<file path="config.mk">
export PLATFORM = sky130hd
export DESIGN_NAME = me_access
export DESIGN_NICKNAME = d
export VERILOG_FILES = /design/src/rtl/me_access_pkg.sv /design/src/rtl/me_access_lane_align.sv /design/src/rtl/me_access.sv
export SDC_FILE = /design/constraint.sdc
export NUM_CORES = 1
export LEC_CHECK = 0
export CORE_ASPECT_RATIO = 0.8
export CORE_MARGIN = 3
export CORE_UTILIZATION = 35
export CTS_CLUSTER_SIZE = 40
export DETAILED_ROUTE_END_ITERATION = 8
export PLACE_DENSITY_LB_ADDON = 0.15
export SKIP_LAST_GASP = 1
export SYNTH_ARGS = -nofsm -noshare
export SYNTH_HDL_FRONTEND = slang
export SYNTH_SLANG_ARGS = --single-unit
</file>
<file path="constraint.sdc">
create_clock -name clk -period 5 [get_ports clk]
set_input_delay 0.5 -clock clk [delete_from_list [all_inputs] [get_ports clk]]
set_output_delay 0.5 -clock clk [all_outputs]
set_load 0.01 [all_outputs]
</file>
<file path="src/rtl/me_access_pkg.sv">
// Shared definitions for the memory-access stage: aluop codes, FSM states, bus widths.
// Latency: n/a (definitions only).
// Backpressure: n/a (definitions only).
package me_access_pkg;

    localparam int REG_BUS_W  = 32;
    localparam int REG_ADDR_W = 5;
    localparam int ALUOP_W    = 8;

    localparam logic [ALUOP_W-1:0] EX_NOP_OP = 8'h00;
    localparam logic [ALUOP_W-1:0] EX_ADD_OP = 8'h20;
    localparam logic [ALUOP_W-1:0] EX_LB_OP  = 8'he0;
    localparam logic [ALUOP_W-1:0] EX_LH_OP  = 8'he1;
    localparam logic [ALUOP_W-1:0] EX_LW_OP  = 8'he3;
    localparam logic [ALUOP_W-1:0] EX_LBU_OP = 8'he4;
    localparam logic [ALUOP_W-1:0] EX_LHU_OP = 8'he5;
    localparam logic [ALUOP_W-1:0] EX_SB_OP  = 8'he8;
    localparam logic [ALUOP_W-1:0] EX_SH_OP  = 8'he9;
    localparam logic [ALUOP_W-1:0] EX_SW_OP  = 8'heb;

    typedef enum logic [1:0] {
        ME_IDLE = 2'd0,
        ME_BUSY = 2'd1,
        ME_DONE = 2'd2
    } me_state_t;

    function automatic logic is_load(input logic [ALUOP_W-1:0] op);
        return (op == EX_LB_OP) || (op == EX_LH_OP) || (op == EX_LW_OP) ||
               (op == EX_LBU_OP) || (op == EX_LHU_OP);
    endfunction

    function automatic logic is_store(input logic [ALUOP_W-1:0] op);
        return (op == EX_SB_OP) || (op == EX_SH_OP) || (op == EX_SW_OP);
    endfunction

    // Halfwords need an even address, words a 4-byte aligned one.
    function automatic logic is_misaligned(input logic [ALUOP_W-1:0] op, input logic [1:0] a);
        case (op)
            EX_LH_OP, EX_LHU_OP, EX_SH_OP: return a[0];
            EX_LW_OP, EX_SW_OP:            return (a != 2'b00);
            default:                       return 1'b0;
        endcase
    endfunction

endpackage

</file>
<file path="src/rtl/me_access_lane_align.sv">
// Byte-lane steering: store byte-enable/replication and load extract/extend.
// Latency: purely combinational, zero cycles.
// Backpressure: none; outputs follow inputs.
// Ports: st_* store/request side (op, addr[1:0], data -> be, wdata);
//        ld_* load side (op, addr[1:0], word rdata -> extended result).
module me_lane_align
    import me_access_pkg::*;
(
    input  logic [ALUOP_W-1:0]   st_op,
    input  logic [1:0]           st_lane,
    input  logic [REG_BUS_W-1:0] st_data,
    output logic [3:0]           st_be,
    output logic [REG_BUS_W-1:0] st_wdata,
    input  logic [ALUOP_W-1:0]   ld_op,
    input  logic [1:0]           ld_lane,
    input  logic [REG_BUS_W-1:0] ld_rdata,
    output logic [REG_BUS_W-1:0] ld_data
);

    logic [7:0]  ld_byte;
    logic [15:0] ld_half;

    // Loads use the same byte-enables as the equivalent store but never drive data.
    always_comb begin
        st_be    = 4'b0000;
        st_wdata = '0;
        case (st_op)
            EX_SB_OP: begin
                st_be    = 4'b0001 << st_lane;
                st_wdata = {4{st_data[7:0]}};
            end
            EX_LB_OP, EX_LBU_OP: st_be = 4'b0001 << st_lane;
            EX_SH_OP: begin
                st_be    = st_lane[1] ? 4'b1100 : 4'b0011;
                st_wdata = {2{st_data[15:0]}};
            end
            EX_LH_OP, EX_LHU_OP: st_be = st_lane[1] ? 4'b1100 : 4'b0011;
            EX_SW_OP: begin
                st_be    = 4'b1111;
                st_wdata = st_data;
            end
            EX_LW_OP: st_be = 4'b1111;
            default: ;
        endcase
    end

    always_comb begin
        ld_byte = ld_rdata[7:0];
        case (ld_lane)
            2'd0: ld_byte = ld_rdata[7:0];
            2'd1: ld_byte = ld_rdata[15:8];
            2'd2: ld_byte = ld_rdata[23:16];
            2'd3: ld_byte = ld_rdata[31:24];
            default: ;
        endcase
        ld_half = ld_lane[1] ? ld_rdata[31:16] : ld_rdata[15:0];

        ld_data = '0;
        case (ld_op)
            EX_LB_OP:  ld_data = {{24{ld_byte[7]}}, ld_byte};
            EX_LBU_OP: ld_data = {24'd0, ld_byte};
            EX_LH_OP:  ld_data = {{16{ld_half[15]}}, ld_half};
            EX_LHU_OP: ld_data = {16'd0, ld_half};
            EX_LW_OP:  ld_data = ld_rdata;
            default: ;
        endcase
    end

endmodule

</file>
<file path="src/rtl/me_access.sv">
// Memory-access pipeline stage: issues one data-memory request per load/store, returns load data.
// Latency: non-memory ops 0 cycles; memory ops issue + ack wait + 1 DONE cycle.
// Backpressure: holds the pipeline via stall_req while a request is pending; times out after MAX_WAIT.
// Ports: me_* from EX/ME register, wb_* toward ME/WB register, dm_* data-memory handshake,
//        stall_req to the stall controller, misalign_exc / bus_err one-cycle exception pulses.
module me_access
    import me_access_pkg::*;
#(
    parameter int MAX_WAIT = 255
)(
    input  logic                  clk,
    input  logic                  rst,
    input  logic                  me_w_enable,
    input  logic [REG_ADDR_W-1:0] me_w_addr,
    input  logic [REG_BUS_W-1:0]  me_w_data,
    input  logic [ALUOP_W-1:0]    me_aluop,
    input  logic [REG_BUS_W-1:0]  me_mem_addr,
    output logic                  wb_w_enable,
    output logic [REG_ADDR_W-1:0] wb_w_addr,
    output logic [REG_BUS_W-1:0]  wb_w_data,
    output logic                  dm_req,
    output logic                  dm_we,
    output logic [3:0]            dm_be,
    output logic [REG_BUS_W-1:0]  dm_addr,
    output logic [REG_BUS_W-1:0]  dm_wdata,
    input  logic                  dm_ack,
    input  logic [REG_BUS_W-1:0]  dm_rdata,
    output logic                  stall_req,
    output logic                  misalign_exc,
    output logic                  bus_err
);

    localparam int CNT_W = (MAX_WAIT < 2) ? 1 : $clog2(MAX_WAIT + 1);
    localparam logic [CNT_W-1:0] WAIT_LIMIT = CNT_W'(MAX_WAIT);

    me_state_t            state;
    logic [CNT_W-1:0]     wait_cnt;
    logic [ALUOP_W-1:0]   req_op;
    logic [1:0]           req_lane;
    logic                 timed_out;
    logic [REG_BUS_W-1:0] cap_data;

    logic                 mem_op;
    logic                 misaligned;
    logic [3:0]           lane_be;
    logic [REG_BUS_W-1:0] lane_wdata;
    logic [REG_BUS_W-1:0] lane_ld_data;

    assign mem_op     = is_load(me_aluop) || is_store(me_aluop);
    assign misaligned = is_misaligned(me_aluop, me_mem_addr[1:0]);

    // Store side is driven from the live EX/ME op; load side from the op latched at issue.
    me_lane_align u_lane (
        .st_op    (me_aluop),
        .st_lane  (me_mem_addr[1:0]),
        .st_data  (me_w_data),
        .st_be    (lane_be),
        .st_wdata (lane_wdata),
        .ld_op    (req_op),
        .ld_lane  (req_lane),
        .ld_rdata (dm_rdata),
        .ld_data  (lane_ld_data)
    );

    always_ff @(posedge clk) begin
        if (!rst) begin
            state     <= ME_IDLE;
            dm_req    <= 1'b0;
            dm_we     <= 1'b0;
            dm_be     <= 4'b0000;
            dm_addr   <= '0;
            dm_wdata  <= '0;
            wait_cnt  <= '0;
            req_op    <= EX_NOP_OP;
            req_lane  <= 2'b00;
            timed_out <= 1'b0;
            cap_data  <= '0;
        end else begin
            case (state)
                ME_IDLE: begin
                    if (mem_op && !misaligned) begin
                        dm_req    <= 1'b1;
                        dm_we     <= is_store(me_aluop);
                        dm_be     <= lane_be;
                        dm_addr   <= {me_mem_addr[31:2], 2'b00};
                        dm_wdata  <= lane_wdata;
                        req_op    <= me_aluop;
                        req_lane  <= me_mem_addr[1:0];
                        wait_cnt  <= '0;
                        timed_out <= 1'b0;
                        state     <= ME_BUSY;
                    end
                end
                ME_BUSY: begin
                    if (dm_ack) begin
                        cap_data <= lane_ld_data;
                        dm_req   <= 1'b0;
                        state    <= ME_DONE;
                    end else if (wait_cnt == WAIT_LIMIT) begin
                        // Counter stops here, so it can never wrap.
                        dm_req    <= 1'b0;
                        timed_out <= 1'b1;
                        state     <= ME_DONE;
                    end else begin
                        wait_cnt <= wait_cnt + 1'b1;
                    end
                end
                ME_DONE: state <= ME_IDLE;
                default: state <= ME_IDLE;
            endcase
        end
    end

    always_comb begin
        wb_w_enable  = 1'b0;
        wb_w_addr    = '0;
        wb_w_data    = '0;
        stall_req    = 1'b0;
        misalign_exc = 1'b0;
        bus_err      = 1'b0;
        if (rst) begin
            case (state)
                ME_IDLE: begin
                    if (!mem_op) begin
                        wb_w_enable = me_w_enable;
                        wb_w_addr   = me_w_addr;
                        wb_w_data   = me_w_data;
                    end else if (misaligned) begin
                        misalign_exc = 1'b1;
                    end else begin
                        stall_req = 1'b1;
                    end
                end
                ME_BUSY: begin
                    stall_req = 1'b1;
                    bus_err   = !dm_ack && (wait_cnt == WAIT_LIMIT);
                end
                ME_DONE: begin
                    // Stores and timed-out loads retire without a register write.
                    if (is_load(req_op) && !timed_out) begin
                        wb_w_enable = me_w_enable;
                        wb_w_addr   = me_w_addr;
                        wb_w_data   = cap_data;
                    end
                end
                default: ;
            endcase
        end
    end

endmodule

</file>
# Yosys cells after proc, flatten, opt, wreduce, memory -nomap -nowiden
# Index checks and enable logic that the tools add are counted.
word_totals:
  output_inout_bits: 111
  regBits: 121
  elab_cells: 112
  input_bits: 113
classes:
  n_shift: 1
  eq_ne: 24
  n_reduce_logical: 30
  mux: 45
  n_addsub: 1
op_table:
  columns: ["operator", "n"]
  rows:
  - ["$pmux 32 s5", 1]
  - ["$eq 8x8->1 const B", 14]
  - ["$mux 32", 3]
  - ["$pmux 32 s3", 1]
  - ["$pmux 32 s2", 1]
  - ["$pmux 8 s4", 1]
  - ["$mux 8", 3]
  - ["$mux 1", 18]
  - ["$mux 16", 1]
  - ["$pmux 8 s2", 1]
  - ["$mux 5", 3]
  - ["$pmux 4 s3", 1]
  - ["$logic_or 1x1->1", 11]
  - ["$pmux 1 s2", 5]
  - ["$pmux 5 s2", 1]
  - ["$add 8x1->8 const B", 1]
  - ["$ne 2x2->1 const B", 4]
  - ["$reduce_and 4->1", 2]
  - ["$eq 2x2->1 const B", 3]
  - ["$mux 2", 3]
  - ["$reduce_and 2->1", 3]
  - ["$reduce_or 3->1", 2]
  - ["$eq 2x1->1 const B", 2]
  - ["$logic_not 2->1", 2]
  - ["9 further kinds", 14]

# Longest topological paths before layout
depth:
  ltp_word: 9
  ltp_mapped: 7
  depth_no_buf: 5

# Hierarchy
# Synthesis repeated with hierarchy kept, for this count alone.
unflattened:
  cells_unflattened: 822
  hier_area_um2: 6588.8
by_module_without_submodules:
  columns: ["mod", "seq_area_each_um2", "area_each_um2", "n_inst", "cells_each"]
  rows:
  - ["me_access", 2422.3, 5290.1, 1, 654]
  - ["me_lane_align", 0.0, 1298.7, 1, 168]

# Worst setup path after synthesis
# OpenSTA, ideal clock, no wires.
synth_path:
  kind: "reg-to-output"
  startpoint: "reg state[0]"
  endpoint: "out wb_w_addr[2]"
  t_required_ps: 4500
  stages_incl_launch_ff: 6
  arrival_time_ps: 1810
  n_path_buf: 1
  slack_ps: 2690
  cell_sequence: "dfxtp_1 buf_2 or3b_1 a2111oi_4 a21oi_2 nor3b_1"
synth_via:
  elab_chain_len: 3
  word_cells_on_any_way: 4
  classes_between: "eq/ne (1); mux (2); reduce/logical (1)"
synth_rtl:
  columns: ["element", "line", "rtl"]
  rows:
  - ["start, declared", "me_access.sv:36", "me_state_t state;"]
  - ["start signal, assigned", "me_access.sv:67", "state <= ME_IDLE;"]
  - ["start signal, assigned", "me_access.sv:91", "state <= ME_BUSY;"]
  - ["start signal, assigned", "me_access.sv:98", "state <= ME_DONE;"]
  - ["$eq 2x2->1 or $logic_not 2->1 (tied branches)", "me_access.sv:122", "case (state)"]
  - ["$pmux 5 s2 (*)", "me_access.sv:122", null]
  - ["$mux 5 (*)", "me_access.sv:121", "if (rst) begin"]
  - ["end, declared", "me_access.sv:19", "output logic [REG_ADDR_W-1:0] wb_w_addr,"]
# Mark *: on every way between the ends. The rest lies on a longest branch, timed or not.

# Final worst setup path
layout_path:
  startpoint: "reg req_op[0]"
  endpoint: "out wb_w_data[26]"
layout_via:
  elab_chain_len: 9
  word_cells_on_any_way: 13
  classes_between: "eq/ne (5); mux (3); reduce/logical (5)"
layout_rtl:
  columns: ["element", "line", "rtl"]
  rows:
  - ["start, declared", "me_access.sv:38", "logic [ALUOP_W-1:0] req_op;"]
  - ["start signal, assigned", "me_access.sv:87", "req_op <= me_aluop;"]
  - ["$eq 8x8->1", "me_access_pkg.sv:28", "return (op == EX_LB_OP) || (op == EX_LH_OP) || (op == EX_LW_OP) ||"]
  - ["$logic_or 1x1->1 (3 in a row)", "me_access_pkg.sv:28", null]
  - ["$logic_or 1x1->1 (*)", "me_access_pkg.sv:29", "(op == EX_LBU_OP) || (op == EX_LHU_OP);"]
  - ["$logic_and 1x1->1 (*)", "me_access.sv:140", "if (is_load(req_op) && !timed_out) begin"]
  - ["$mux 32 (*)", "me_access.sv:140", null]
  - ["$pmux 32 s2 (*)", "me_access.sv:122", null]
  - ["$mux 32 (*)", "me_access.sv:121", null]
  - ["end, declared", "me_access.sv:20", "output logic [REG_BUS_W-1:0] wb_w_data,"]
# Marks and branches as above.

==> impl_metrics.tcl <==
set metrics [dict create \
    postCtsResizedCells 0 \
    cts_setup_buffers 0 \
    via_count 6573 \
    antenna_found_initial 0 \
    start_util_pct 36.3 \
    async_flop_share_pct 0 \
    final_nets 991 \
    ys_warn_count 0 \
    dp_hpwl_um 17000 \
    overflow 0 \
    ys_seq_area_share_pct 39.5 \
    period_needed_ns 3.89 \
    relSlewSlack_pct 16.4 \
    criticalPathCategory "flop to primary output" \
    holdPathStages 1 \
    ys.flop_type "dfxtp_1" \
    slew_viol_final 0 \
    cts-hold-fix-buffers 0 \
    drtIter0Drc 624 \
    hold_viol_final 0 \
    rsz0062_at_grt "false" \
    utilization_pct 53.4 \
    r2r-end "cap_data[16]$_SDFFE_PN0P_" \
    io_buffers 221 \
    crit_required_ns 4.50 \
    routed_wl_um 22800 \
    root_buffer "clkbuf_16" \
    vias_per_cell 5.92 \
    ioPinCount 224 \
    syn_inst 696 \
    die_area_mm2 0.0191 \
    crit_arrival_ns 3.39 \
    min_path_type "flop to flop" \
    htreeDepth 4 \
    p_total_uw 2490 \
    max-vdd-ir-drop_uv 241 \
    fmax_mhz 257 \
    path_max_fanout 23 \
    antenna_cells 0 \
    fp.dieW_um 154 \
    setup_viol 0 \
    reg2reg_from "req_lane[1]$_SDFFE_PN0P_" \
    numCtsBuffers 17 \
    rrSetupSlack_ns 2.40 \
    layout_worst_path_cycle_share_pct 77.9 \
    core-area_mm2 0.0169 \
    tns_ns 0 \
    syn_area_mm2 0.00613 \
    ff2ff_path_depth 5 \
    ys_seq_elements 121 \
    tritoncts "done" \
    worst-path-buf-inv 2 \
    firstDrtPassIters 6 \
    path_cells "nand2b_1 > a2111oi_4 > buf_4 > a32oi_1 > nor2_1 > clkdlybuf4s50_1" \
    critPathTopFamily "buffers and inverters" \
    cpPeakStageDelay_ns 0.78 \
    clkTransAtPathRegs_ns 0.06 \
    end_kind "primary output" \
    cap_violations 0 \
    synth_area_per_cell_um2 8.81 \
    powerDensity_mw_per_mm2 277 \
    min_from "dm_wdata[10]$_SDFFE_PN0P_" \
    clock_latency_ns 0.42 \
    start_kind "flop" \
    worstHoldEndpoint "dm_wdata[10]$_SDFFE_PN0P_" \
    cts_buffer_depth 2 \
    grt_pass1_vias 6192 \
    grt_max_degree 46 \
    fin_skew_ns 0.00736 \
    synth_edf_count 0 \
    place_congestion 0.909 \
    clkSinkCount 121 \
    leakage_uw 0.00303 \
    ant_nets 0 \
    rows 42 \
    worst_pin_slew_ns 1.22 \
    status "finished clean" \
    drc 0 \
    drive_gt1_share_pct 7.98 \
    nFillCells 1512 \
    wire_per_inst_um 20.5 \
    slowest_stage "a2111oi_4" \
    grt_pass1_wl_um 35400 \
    syn2layout_area_growth_pct 46.9 \
    synth_cell_types 62 \
    die_h_um 124 \
    grtUsageTotal_pct 23.1 \
]
## worst max-delay path by stage
stage	startpoint	to	slack [ns]	depth (start not counted)
2_1_floorplan	state[0]$_SDFFE_PN0P_	wb_w_addr[2]	2.69	5
3_3_place_gp	me_aluop[1]	wb_w_data[22]	1.32	8
3_5_place_dp	me_aluop[1]	wb_w_data[29]	1.27	8
4_1_cts	req_op[0]$_SDFFE_PN0P_	wb_w_data[16]	1.13	6
5_1_grt	req_op[0]$_SDFFE_PN0P_	wb_w_data[14]	0.93	6
6_report	req_op[0]$_SDFFE_PN0P_	wb_w_data[26]	1.11	6
## metrics by stage
| stage | cell area [um^2] | instances | setup WS (ns) | hold slack, ns |
|---|---|---|---|---|
| finish | 9000 | 1110 | 1.11 | 0.458 |
| global placement | 8420 | 1078 | 1.32 | 0.447 |
| detailed placement | 8420 | 1078 | 1.27 | 0.446 |
| CTS | 9000 | 1110 | 1.13 | 0.464 |
| floorplan | 6130 | 697 | 2.69 | 0.432 |
| global route | 9000 | 1110 | 0.933 | 0.473 |
## worst reg2reg max path, cell delays in order, from the launching register on
cell	delay, ns
dfxtp_1	0.30
buf_4	0.29
mux2_2	0.40
mux2i_1	0.95
o2bb2ai_1	0.30
a22o_1	0.26
## per-layer routing
| metal | share of wire, % | GRT usage, % | vias up |
|---|---|---|---|
| li1 | - | - | 3029 |
| met4 | 2.0 | 6.80 | 0 |
| met1 | 44 | 32.1 | 3153 |
| met5 | 0 | 0 | - |
| met3 | 10 | 6.95 | 35 |
| met2 | 44 | 34.4 | 356 |
## registers in the layout (all words and copies together), names as in the netlist
signal / cells
cap_data: 32
dm_wdata: 32
dm_addr: 30
req_op: 8
wait_cnt: 8
dm_be: 4
req_lane: 2
state: 2
dm_req: 1
dm_we: 1
timed_out: 1
## power breakdown
part | switching [uW] | internal [uW] | leakage (uW)
combinational | 154 | 163 | 0.00177
clock | 465 | 735 | 0.000277
sequential | 5.66 | 971 | 0.000975
total | 625 | 1870 | 0.00303
## kinds of logic (layout without fill, tap and decap cells)
logic type	after synthesis	count (layout)	synth area share [%]
AO/OA/AOI/OAI	286	286	33.5
other	1	2	0.0612
adder cells (fa/ha/maj)	1	1	0.204
flip-flops	121	121	39.5
XOR/XNOR	4	4	0.572
buffers and inverters	79	272	5.72
AND/OR/NAND/NOR	178	178	15.3
multiplexers	26	26	5.10
## Yosys cell counts, types with 4 or more instances
cell type,count,area share (%)
nor3b_1,9,1.1
nand3_1,43,3.5
and2_1,5,0.51
o21ai_0,55,4.5
o2bb2ai_1,36,5.1
nand4_1,7,0.71
nand2_1,18,1.1
a21oi_1,60,4.9
nor2b_1,12,1.2
a32oi_1,33,4.7
mux2_2,12,2.2
nor3_1,4,0.33
dfxtp_1,121,40
a22oi_1,17,2.1
a221o_1,4,0.65
o211ai_1,9,1.1
nand2b_1,10,1.0
mux2i_1,11,1.8
clkbuf_1,46,2.8
and3_1,4,0.41
o21a_1,4,0.49
buf_1,4,0.24
a22o_1,37,5.3
inv_1,4,0.24
nor2_1,48,2.9
a31oi_1,5,0.51
buf_2,19,1.6
## layout make-up
| cell class | instances | area (um^2) | share of cell area, % |
|---|---|---|---|
| Multi-Input combinational cell | 497 | 3390 | 37.7 |
| Sequential cell | 121 | 2420 | 26.9 |
| Timing Repair Buffer | 235 | 2320 | 25.7 |
| Clock buffer | 18 | 429 | 4.77 |
| Tap cell | 220 | 275 | 3.06 |
| Clock inverter | 14 | 150 | 1.67 |
| Inverter | 5 | 18.8 | 0.208 |
## cells in the final DEF, fill, tap and decap left out, types with 3 or more instances in the layout
master / instances
a21oi_1: 59
a221o_1: 4
a22o_1: 37
a22oi_1: 17
a31oi_1: 5
a32oi_1: 32
and2_1: 5
and3_1: 4
and4_1: 3
buf_4: 14
clkbuf_16: 17
clkdlybuf4s50_1: 221
clkinv_2: 3
clkinv_4: 4
clkinvlp_4: 3
dfxtp_1: 121
inv_1: 4
mux2_2: 12
mux2i_1: 11
mux4_2: 3
nand2_1: 18
nand2b_1: 10
nand3_1: 43
nand3b_1: 3
nand4_1: 7
nor2_1: 47
nor2b_1: 12
nor3_1: 4
nor3b_1: 9
o211a_1: 3
o211ai_1: 9
o21a_1: 4
o21ai_0: 55
o21bai_1: 3
o2bb2ai_1: 36
o311a_1: 3
xnor2_1: 3
Power figures use the tool's default switching activity.
